[src/rtl/serdes_pkg.sv]
// rtl/serdes_pkg.sv - shared serial-link constants, word type and receive states
package serdes_pkg;

   localparam logic [7:0] COMMA   = 8'h3C;
   localparam logic [7:0] TRAILER = 8'hFC;

   typedef struct packed {
      logic       k;
      logic [7:0] data;
   } word_t;

   typedef enum logic [2:0] {
      ST_HUNT,
      ST_CONFIRM,
      ST_LOCKED,
      ST_BYTE1,
      ST_BYTE2,
      ST_TRAILER
   } rx_state_t;

endpackage

[src/rtl/deserializer_out_if.sv]
// rtl/deserializer_out_if.sv - serial input and payload/status outputs of the receiver
interface deserializer_out_if;

   logic        serial_i;
   logic [23:0] data_o;
   logic        valid_o;
   logic        err_o;
   logic        lock_o;

   modport master (output serial_i, input data_o, valid_o, err_o, lock_o);
   modport slave  (input serial_i, output data_o, valid_o, err_o, lock_o);

endinterface

[src/rtl/rx_word_align.sv]
// rtl/rx_word_align.sv - bit shifter, 9-bit word framing and comma search
module rx_word_align
   import serdes_pkg::*;
#(
   parameter logic [8:0] ALIGN_WORD = {1'b1, COMMA}
) (
   input  logic  clk_i,
   input  logic  rst_ni,
   input  logic  serial_i,
   input  logic  hunt,
   output word_t wrd,
   output logic  wrd_stb,
   output logic  aligned
);

   logic [8:0] sh;
   logic [3:0] bit_cnt;

   // Bit-level search only while hunting; once aligned the counter alone frames words.
   assign aligned = hunt && (sh == ALIGN_WORD);
   assign wrd_stb = (bit_cnt == 4'd8);
   assign wrd     = word_t'(sh);

   always_ff @(posedge clk_i or negedge rst_ni) begin
      if (!rst_ni) begin
         sh      <= '0;
         bit_cnt <= '0;
      end else begin
         sh <= {serial_i, sh[8:1]};
         if (aligned || wrd_stb) begin
            bit_cnt <= '0;
         end else begin
            bit_cnt <= bit_cnt + 4'd1;
         end
      end
   end

endmodule

[src/rtl/deserializer_out.sv]
// rtl/deserializer_out.sv - receive framer: comma lock, frame parsing, payload output
module deserializer_out
   import serdes_pkg::*;
#(
   parameter int unsigned LOCK_CNT = 2,
   parameter logic [7:0]  COMMA    = serdes_pkg::COMMA,
   parameter logic [7:0]  TRAILER  = serdes_pkg::TRAILER
) (
   input logic               clk_i,
   input logic               rst_ni,
   deserializer_out_if.slave bus
);

   localparam word_t      K_COMMA   = '{k: 1'b1, data: COMMA};
   localparam word_t      D_TRAILER = '{k: 1'b0, data: TRAILER};
   localparam logic [2:0] LOCK_TGT  = 3'(LOCK_CNT);

   rx_state_t  state;
   logic [2:0] comma_cnt;
   logic [7:0] d0, d1, d2;
   word_t      wrd;
   logic       wrd_stb;
   logic       aligned;
   logic       hunt;

   assign hunt = (state == ST_HUNT);

   rx_word_align #(.ALIGN_WORD(K_COMMA)) u_align (
      .clk_i    (clk_i),
      .rst_ni   (rst_ni),
      .serial_i (bus.serial_i),
      .hunt     (hunt),
      .wrd      (wrd),
      .wrd_stb  (wrd_stb),
      .aligned  (aligned)
   );

   always_ff @(posedge clk_i or negedge rst_ni) begin
      if (!rst_ni) begin
         state       <= ST_HUNT;
         comma_cnt   <= '0;
         d0          <= '0;
         d1          <= '0;
         d2          <= '0;
         bus.data_o  <= '0;
         bus.valid_o <= 1'b0;
         bus.err_o   <= 1'b0;
         bus.lock_o  <= 1'b0;
      end else begin
         bus.valid_o <= 1'b0;
         bus.err_o   <= 1'b0;
         case (state)
            ST_HUNT: begin
               if (aligned) begin
                  comma_cnt <= 3'd1;
                  if (LOCK_CNT == 1) begin
                     state      <= ST_LOCKED;
                     bus.lock_o <= 1'b1;
                  end else begin
                     state <= ST_CONFIRM;
                  end
               end
            end
            ST_CONFIRM: begin
               if (wrd_stb) begin
                  if (wrd == K_COMMA) begin
                     comma_cnt <= comma_cnt + 3'd1;
                     if (comma_cnt + 3'd1 == LOCK_TGT) begin
                        state      <= ST_LOCKED;
                        bus.lock_o <= 1'b1;
                     end
                  end else begin
                     state     <= ST_HUNT;
                     comma_cnt <= '0;
                  end
               end
            end
            ST_LOCKED: begin
               if (wrd_stb && wrd != K_COMMA) begin
                  if (!wrd.k) begin
                     d0    <= wrd.data;
                     state <= ST_BYTE1;
                  end else begin
                     bus.err_o  <= 1'b1;
                     bus.lock_o <= 1'b0;
                     comma_cnt  <= '0;
                     state      <= ST_HUNT;
                  end
               end
            end
            ST_BYTE1, ST_BYTE2: begin
               if (wrd_stb) begin
                  if (!wrd.k) begin
                     if (state == ST_BYTE1) begin
                        d1    <= wrd.data;
                        state <= ST_BYTE2;
                     end else begin
                        d2    <= wrd.data;
                        state <= ST_TRAILER;
                     end
                  end else if (wrd == K_COMMA) begin
                     // A comma mid-frame re-syncs: drop the partial frame but keep lock.
                     bus.err_o <= 1'b1;
                     state     <= ST_LOCKED;
                  end else begin
                     bus.err_o  <= 1'b1;
                     bus.lock_o <= 1'b0;
                     comma_cnt  <= '0;
                     state      <= ST_HUNT;
                  end
               end
            end
            ST_TRAILER: begin
               if (wrd_stb) begin
                  if (wrd == D_TRAILER) begin
                     bus.data_o  <= {d2, d1, d0};
                     bus.valid_o <= 1'b1;
                     state       <= ST_LOCKED;
                  end else if (wrd.k && wrd != K_COMMA) begin
                     bus.err_o  <= 1'b1;
                     bus.lock_o <= 1'b0;
                     comma_cnt  <= '0;
                     state      <= ST_HUNT;
                  end else begin
                     bus.err_o <= 1'b1;
                     state     <= ST_LOCKED;
                  end
               end
            end
            default: begin
               state      <= ST_HUNT;
               bus.lock_o <= 1'b0;
            end
         endcase
      end
   end

endmodule

[src/flat_wrapper.sv]
// flat-port wrapper written by rule: the top's interface ports become plain ports
module deserializer_out_flat import serdes_pkg::*;
#(
   parameter int unsigned LOCK_CNT = 2,
   parameter logic [7:0]  COMMA    = serdes_pkg::COMMA,
   parameter logic [7:0]  TRAILER  = serdes_pkg::TRAILER
)
  (clk_i, rst_ni, bus_serial_i, bus_data_o, bus_valid_o, bus_err_o, bus_lock_o);
  deserializer_out_if bus_i ();
  input logic clk_i;
  input logic rst_ni;
  input wire logic [$bits(bus_i.serial_i)-1:0] bus_serial_i;
  output wire logic [$bits(bus_i.data_o)-1:0] bus_data_o;
  output wire logic [$bits(bus_i.valid_o)-1:0] bus_valid_o;
  output wire logic [$bits(bus_i.err_o)-1:0] bus_err_o;
  output wire logic [$bits(bus_i.lock_o)-1:0] bus_lock_o;
  assign bus_i.serial_i = bus_serial_i;
  assign bus_data_o = bus_i.data_o;
  assign bus_valid_o = bus_i.valid_o;
  assign bus_err_o = bus_i.err_o;
  assign bus_lock_o = bus_i.lock_o;
  deserializer_out #(.LOCK_CNT(LOCK_CNT), .COMMA(COMMA), .TRAILER(TRAILER)) u_core (.clk_i(clk_i), .rst_ni(rst_ni), .bus(bus_i));
endmodule
[config.mk]
export PLATFORM = sky130hd
export DESIGN_NAME = deserializer_out_flat
export DESIGN_NICKNAME = d
export VERILOG_FILES = /design/src/rtl/serdes_pkg.sv /design/src/rtl/deserializer_out_if.sv /design/src/rtl/rx_word_align.sv /design/src/rtl/deserializer_out.sv /design/src/flat_wrapper.sv
export SDC_FILE = /design/constraint.sdc
export NUM_CORES = 1
export LEC_CHECK = 0
export BUFFER_PORTS_ARGS = -buffer_cell sky130_fd_sc_hd__buf_2
export CORE_UTILIZATION = 51
export CTS_CLUSTER_DIAMETER = 150
export CTS_CLUSTER_SIZE = 24
export DETAILED_ROUTE_END_ITERATION = 8
export PLACE_DENSITY = 0.71
export REMOVE_ABC_BUFFERS = 1
export SETUP_SLACK_MARGIN = 0.4
export SLEW_MARGIN = 15
export SYNTH_ARGS = -nofsm -noshare
export SYNTH_HDL_FRONTEND = slang
export SYNTH_SLANG_ARGS = --single-unit
[constraint.sdc]
create_clock -name clk_i -period 2.3 [get_ports clk_i]
set_input_delay 0.575 -clock clk_i [delete_from_list [all_inputs] [get_ports clk_i]]
set_output_delay 0.575 -clock clk_i [all_outputs]
set_load 0.05 [all_outputs]
# ---- Yosys cells after proc, flatten, opt, wreduce, memory -nomap -nowiden
# Index checks and enable logic that the tools add are counted.
dict set report op_classes {
  n_reduce_logical 14
  addsub 2
  n_mux 47
  eq_ne 23
  bitwise_logic 3
}
# op count
set op_table {}
lappend op_table {{$mux 3} 19}
lappend op_table {{$pmux 3 s5} 2}
lappend op_table {{$mux 1} 20}
lappend op_table {{$ne 2x2->1 const B} 7}
lappend op_table {{$reduce_and 12->1} 1}
lappend op_table {{$reduce_and 11->1} 1}
lappend op_table {{$ne 2x1->1 const B} 5}
lappend op_table {{$eq 3x2->1 const B} 3}
lappend op_table {{$eq 9x8->1 const B} 1}
lappend op_table {{$eq 9x9->1 const B} 1}
lappend op_table {{$ne 9x9->1 const B} 1}
lappend op_table {{$reduce_and 4->1} 2}
lappend op_table {{$eq 3x3->1 const B} 2}
lappend op_table {{$mux 2} 3}
lappend op_table {{$reduce_and 3->1} 2}
lappend op_table {{$reduce_and 6->1} 1}
lappend op_table {{$pmux 1 s5} 1}
lappend op_table {{$reduce_bool 5->1} 1}
lappend op_table {{$add 4x1->4 const B} 1}
lappend op_table {{$eq 4x4->1 const B} 1}
lappend op_table {{$mux 4} 1}
lappend op_table {{$add 3x1->3 const B} 1}
lappend op_table {{$eq 3x1->1 const B} 1}
lappend op_table {{$logic_and 1x1->1} 3}
lappend op_table {{6 further kinds} 8}
dict set report word_totals {
  out_inout_bits 27
  register_bits 70
}

# ---- Longest topological paths before layout
dict set report depth {
  depth_word 6
  ltp_mapped 10
}

# ---- Modules after synthesis
# A second synthesis with hierarchy kept.
dict set report hier_totals {
  hier_cells 275
  area_unflattened_um2 3039.2
}
# module area_each_um2 seq_area_each_um2 cells_each instances
set modules_own_cells {}
lappend modules_own_cells {deserializer_out 2572.5 1426.4 244 1}
lappend modules_own_cells {rx_word_align 466.7 325.3 31 1}

# ---- Worst setup path before layout
# No wires, ideal clock.
dict set report synth_timing {
  path_kind {reg-to-reg}
  startpoint {register u_core.u_align.sh[0] (netlist: u_core.u_align.wrd[0])}
  endpoint {register u_core.state[1]}
  t_arrival_ns 1.963
  period_less_slack_ns 2.087
  setup_time_ns 0.124
  required_time_ns 2.176
  path_stages_with_launch 7
  slack_ns 0.213
  cell_sequence {dfrtp_1 > nand4bb_4 > or4_4 > a21o_1 > a211oi_2 > o21ai_1 > a211o_1}
}
dict set report synth_via {
  elab_chain_cells 6
  word_cells_on_any_way 19
  classes_between {eq/ne (6); mux (9); reduce/logical (4)}
}
# item line
set synth_lines {}
lappend synth_lines {{start, declared} rx_word_align.sv:16} ;# logic [8:0] sh;
lappend synth_lines {{start signal, assigned} rx_word_align.sv:29} ;# sh <= {serial_i, sh[8:1]};
lappend synth_lines {{$ne 9x9->1} {deserializer_out.sv:79, deserializer_out.sv:119}}
lappend synth_lines {{$logic_and 1x1->1} deserializer_out.sv:119} ;# end else if (wrd.k && wrd != K_COMMA) begin
lappend synth_lines {{$mux 2} deserializer_out.sv:119}
lappend synth_lines {{$mux 3} deserializer_out.sv:115} ;# if (wrd == D_TRAILER) begin
lappend synth_lines {{$mux 3} deserializer_out.sv:114} ;# if (wrd_stb) begin
lappend synth_lines {{$pmux 3 s5} deserializer_out.sv:52} ;# case (state)
lappend synth_lines {{end signal, assigned} deserializer_out.sv:57} ;# state <= ST_LOCKED;
lappend synth_lines {{end signal, assigned} deserializer_out.sv:118} ;# state <= ST_LOCKED;
lappend synth_lines {{end signal, assigned} deserializer_out.sv:123} ;# state <= ST_HUNT;
lappend synth_lines {{end, declared} deserializer_out.sv:18} ;# rx_state_t state;
# Parallel ways exist; a longest one is shown, timed or not. The select of a mux whose other input is x is not followed.
# A chain may end at the register's enable or synchronous reset.

# ---- Worst setup path after layout
dict set report layout_timing {
  startpoint {register u_core.u_align.sh[7] (netlist: u_core.u_align.wrd[7])}
  endpoint {register u_core.state[1]}
}
# Same word-level chain as after synthesis.

==> flow_summary.json <==
{
  "status": "complete, no violations",
  "slowest_stage": "or4_4",
  "core_region_area_mm2": 0.005270,
  "ys_seq_area_frac": 0.6095,
  "drc_errors": 0,
  "synth_edf_count": 0,
  "finalHoldViolCount": 0,
  "power_density_mw_per_mm2": 761.0,
  "die_w_um": 77.07,
  "yosysTopAreaCell": "dfrtp_1",
  "internal_power_mw": 2.112,
  "antenna_cells": 0,
  "synth_common_cells": "dfrtp_1 (70), mux2_2 (48), nor2_1 (15)",
  "drv_cap": 0,
  "clkLatencyLatePin_ns": 0.35,
  "clkSinkCount": 70,
  "max_slew_margin": 0.6439,
  "setup.worst_path.class": "register to register",
  "cts_htree_levels": 3,
  "fin_worst_skew_ns": 0.007015,
  "antenna_found_initial": 0,
  "yosys.area.top_type_share": 0.6095,
  "setup_viol": 0,
  "synthDistinctLibCells": 43,
  "path_buf_inv": 0,
  "fp.dieArea_mm2": 0.005940,
  "yosys_register_bits": 70,
  "tightest_slew_ns": 0.5342,
  "synth_area_mm2": 0.002874,
  "area_growth_pct": 30.04,
  "final_layout_size_suffix_gt1_frac": 0.4908,
  "synthTopCellsByArea": "dfrtp_1 (61%), mux2_2 (19%), nor2_1 (2.0%), ha_1 (1.7%), nand4bb_4 (0.96%)",
  "cts_hold_buf": 0,
  "clock_path_buffers": 2,
  "ant_nets": 0,
  "grt_pass1_vias": 1852,
  "synth_most_common_cell": "dfrtp_1",
  "async_reset_ff_frac": 1.000,
  "dr.first_iter.drc_count": 114,
  "start_util": 0.5453,
  "cp_data_required_time_ns": 2.53,
  "grt_start_max_net_pins": 71,
  "dieHeight_um": 77.07,
  "synth_warnings": 0,
  "dp.cells": 310,
  "place_hpwl_um": 3248,
  "crit_chain": "or2_1 > or4_4 > a21o_1 > a211oi_2 > o21ai_1 > a211o_1",
  "grt.total_usage": 0.2032,
  "comb_power_share": 0.124,
  "pwr-share-seq": 0.492,
  "gr-total-overflow": 0,
  "pwr-share-clk": 0.384,
  "synth.avg_cell_area_um2": 13.56,
  "slew_violations": 0,
  "peakVddDrop_mv": 0.5019,
  "portBuffers": 29,
  "row_count": 26,
  "synthFlopType": "dfrtp_1",
  "stdcell_count": 343,
  "arrival_ns": 2.35,
  "postPlaceCellArea_mm2": 0.003158,
  "wl_per_cell_um": 17.33,
  "boundaryPins": 30,
  "power.switching_mw": 0.7318,
  "max_freq_ghz": 0.4728,
  "rsz0062_at_grt": "true",
  "gp_routability_congestion": 0.8063,
  "leakagePower_nw": 1.876,
  "crit_family": "compound AO/OA/AOI/OAI gates",
  "grt_pass1_wl_um": 9108,
  "worstSetupStartpointType": "register",
  "min_period_ns": 2.115,
  "end_kind": "register",
  "p_sw_frac": 0.2573,
  "cts_root_buffer": "clkbuf_8",
  "tritoncts": "done",
  "finalInstanceArea_mm2": 0.003737,
  "routed_wl_um": 5944,
  "final_nets": 275,
  "cts_buffers": 9,
  "synth_cells": 212,
  "power.total_mw": 2.844,
  "cp_max_fo": 4,
  "cpPeakStageDelay_ns": 0.54,
  "fin_setup_tns_ns": 0,
  "viasPerCell": 5.478,
  "first_pass_iters": 4,
  "finalCritPeriodShare": 0.9196,
  "path_clk_slew_ns": 0.07,
  "hp-class": "primary input to asynchronous set/reset pin",
  "via_count": 1879
}
cell families after synthesis:
group                    share of synthesized area
flip-flops                                  0.6095
AO/OA/AOI/OAI                              0.05007
multiplexers                                0.1881
adder cells (fa/ha/maj)                    0.01741
XOR/XNOR                                  0.006096
AND/OR/NAND/NOR                             0.1058
buffers and inverters                      0.02307
cells in the final DEF, fill, tap and decap left out, drive strengths merged, types with 3 or more instances in the layout:
master,netlist,final
ha,4,4
inv,6,6
nand3,5,5
clkinv,0,3
o31ai,3,3
dfrtp,70,70
nor2,15,15
o21ai,6,6
mux2,48,48
nand2,6,6
clkbuf,6,11
buf,4,55
nand2b,3,3
nor2b,3,3
path summary, 6_finish.rpt:
path,start,to,slack (ns),cells after the start
max in group asynchronous,rst_ni,u_core.u_align.wrd[2]$_DFF_PN0_,1.75,2
min reg2reg,u_core.u_align.wrd[5]$_DFF_PN0_,u_core.u_align.wrd[4]$_DFF_PN0_,0.49,0
min,rst_ni,u_core.state[0]$_DFFE_PN0P_,0.25,2
max,u_core.u_align.wrd[7]$_DFF_PN0_,u_core.state[1]$_DFFE_PN0P_,0.18,6
max reg2reg,u_core.u_align.wrd[7]$_DFF_PN0_,u_core.state[1]$_DFFE_PN0P_,0.18,6
min in group clk_i,bus_serial_i,u_core.u_align.wrd[8]$_DFF_PN0_,0.35,1
flip-flops by register name, summed over array words and instances (netlist names):
| name | flops |
|---|---|
| u_core.u_align.wrd | 9 |
| u_core.bus.data_o | 24 |
| u_core.u_align.bit_cnt | 4 |
| u_core.bus.err_o | 1 |
| u_core.d0 | 8 |
| u_core.comma_cnt | 3 |
| u_core.bus.valid_o | 1 |
| u_core.bus.lock_o | 1 |
| u_core.d1 | 8 |
| u_core.state | 3 |
| u_core.d2 | 8 |
per-stage QoR:
| stage | hold WS, ns | worst slack (ns) | util |
|---|---|---|---|
| floorplan | 0.2794 | -0.3493 | - |
| global placement | 0.4184 | 0.1154 | 0.5992 |
| detailed placement | 0.4313 | 0.07725 | 0.5992 |
| CTS | 0.2588 | 0.1833 | 0.6755 |
| global route | 0.2658 | 0.08370 | 0.7092 |
| finish | 0.2462 | 0.1850 | 0.7092 |
layout make-up:
cell class | instances | area (µm²)
Sequential cell | 70 | 1753
Tap cell | 70 | 87.58
Clock inverter | 5 | 82.58
Multi-Input combinational cell | 126 | 1214
Fill cell | 369 | 1533
Clock buffer | 11 | 141.4
Timing Repair Buffer | 55 | 436.7
Inverter | 6 | 22.52
power by group through the flow:
stage / Sequential [mW] / Clock, mW / Combinational (mW)
global placement: 1.42 / 0 / 0.285
CTS: 1.39 / 1.12 / 0.333
finish: 1.40 / 1.09 / 0.352
floorplan: 1.40 / 0 / 0.202
global route: 1.41 / 1.18 / 0.401
detailed placement: 1.42 / 0 / 0.293
what timing repair did:
item | 4_1_cts | 5_1_grt
gates resized for setup | 16 | 35
cloned | 2 | 0
pin swaps | 6 | 5
setup endpoints to repair | 42 | 50
buffers inserted | 10 | 5
per-layer routing:
metal / vias to the layer above / GRT usage / wire (µm)
met5: - / 0 / 0
met1: 956 / 0.2671 / 2784
met3: 11 / 0.07262 / 240
met2: 40 / 0.3161 / 2841
met4: 0 / 0.06415 / 77
li1: 872 / - / -
worst reg2reg max path, delay by kind of cell (launching register included):
kind            cells  cell delay [ns]
simple gates        2             0.80
flops               1             0.37
compound gates      4             0.84
(Power assumes the default switching activity.)
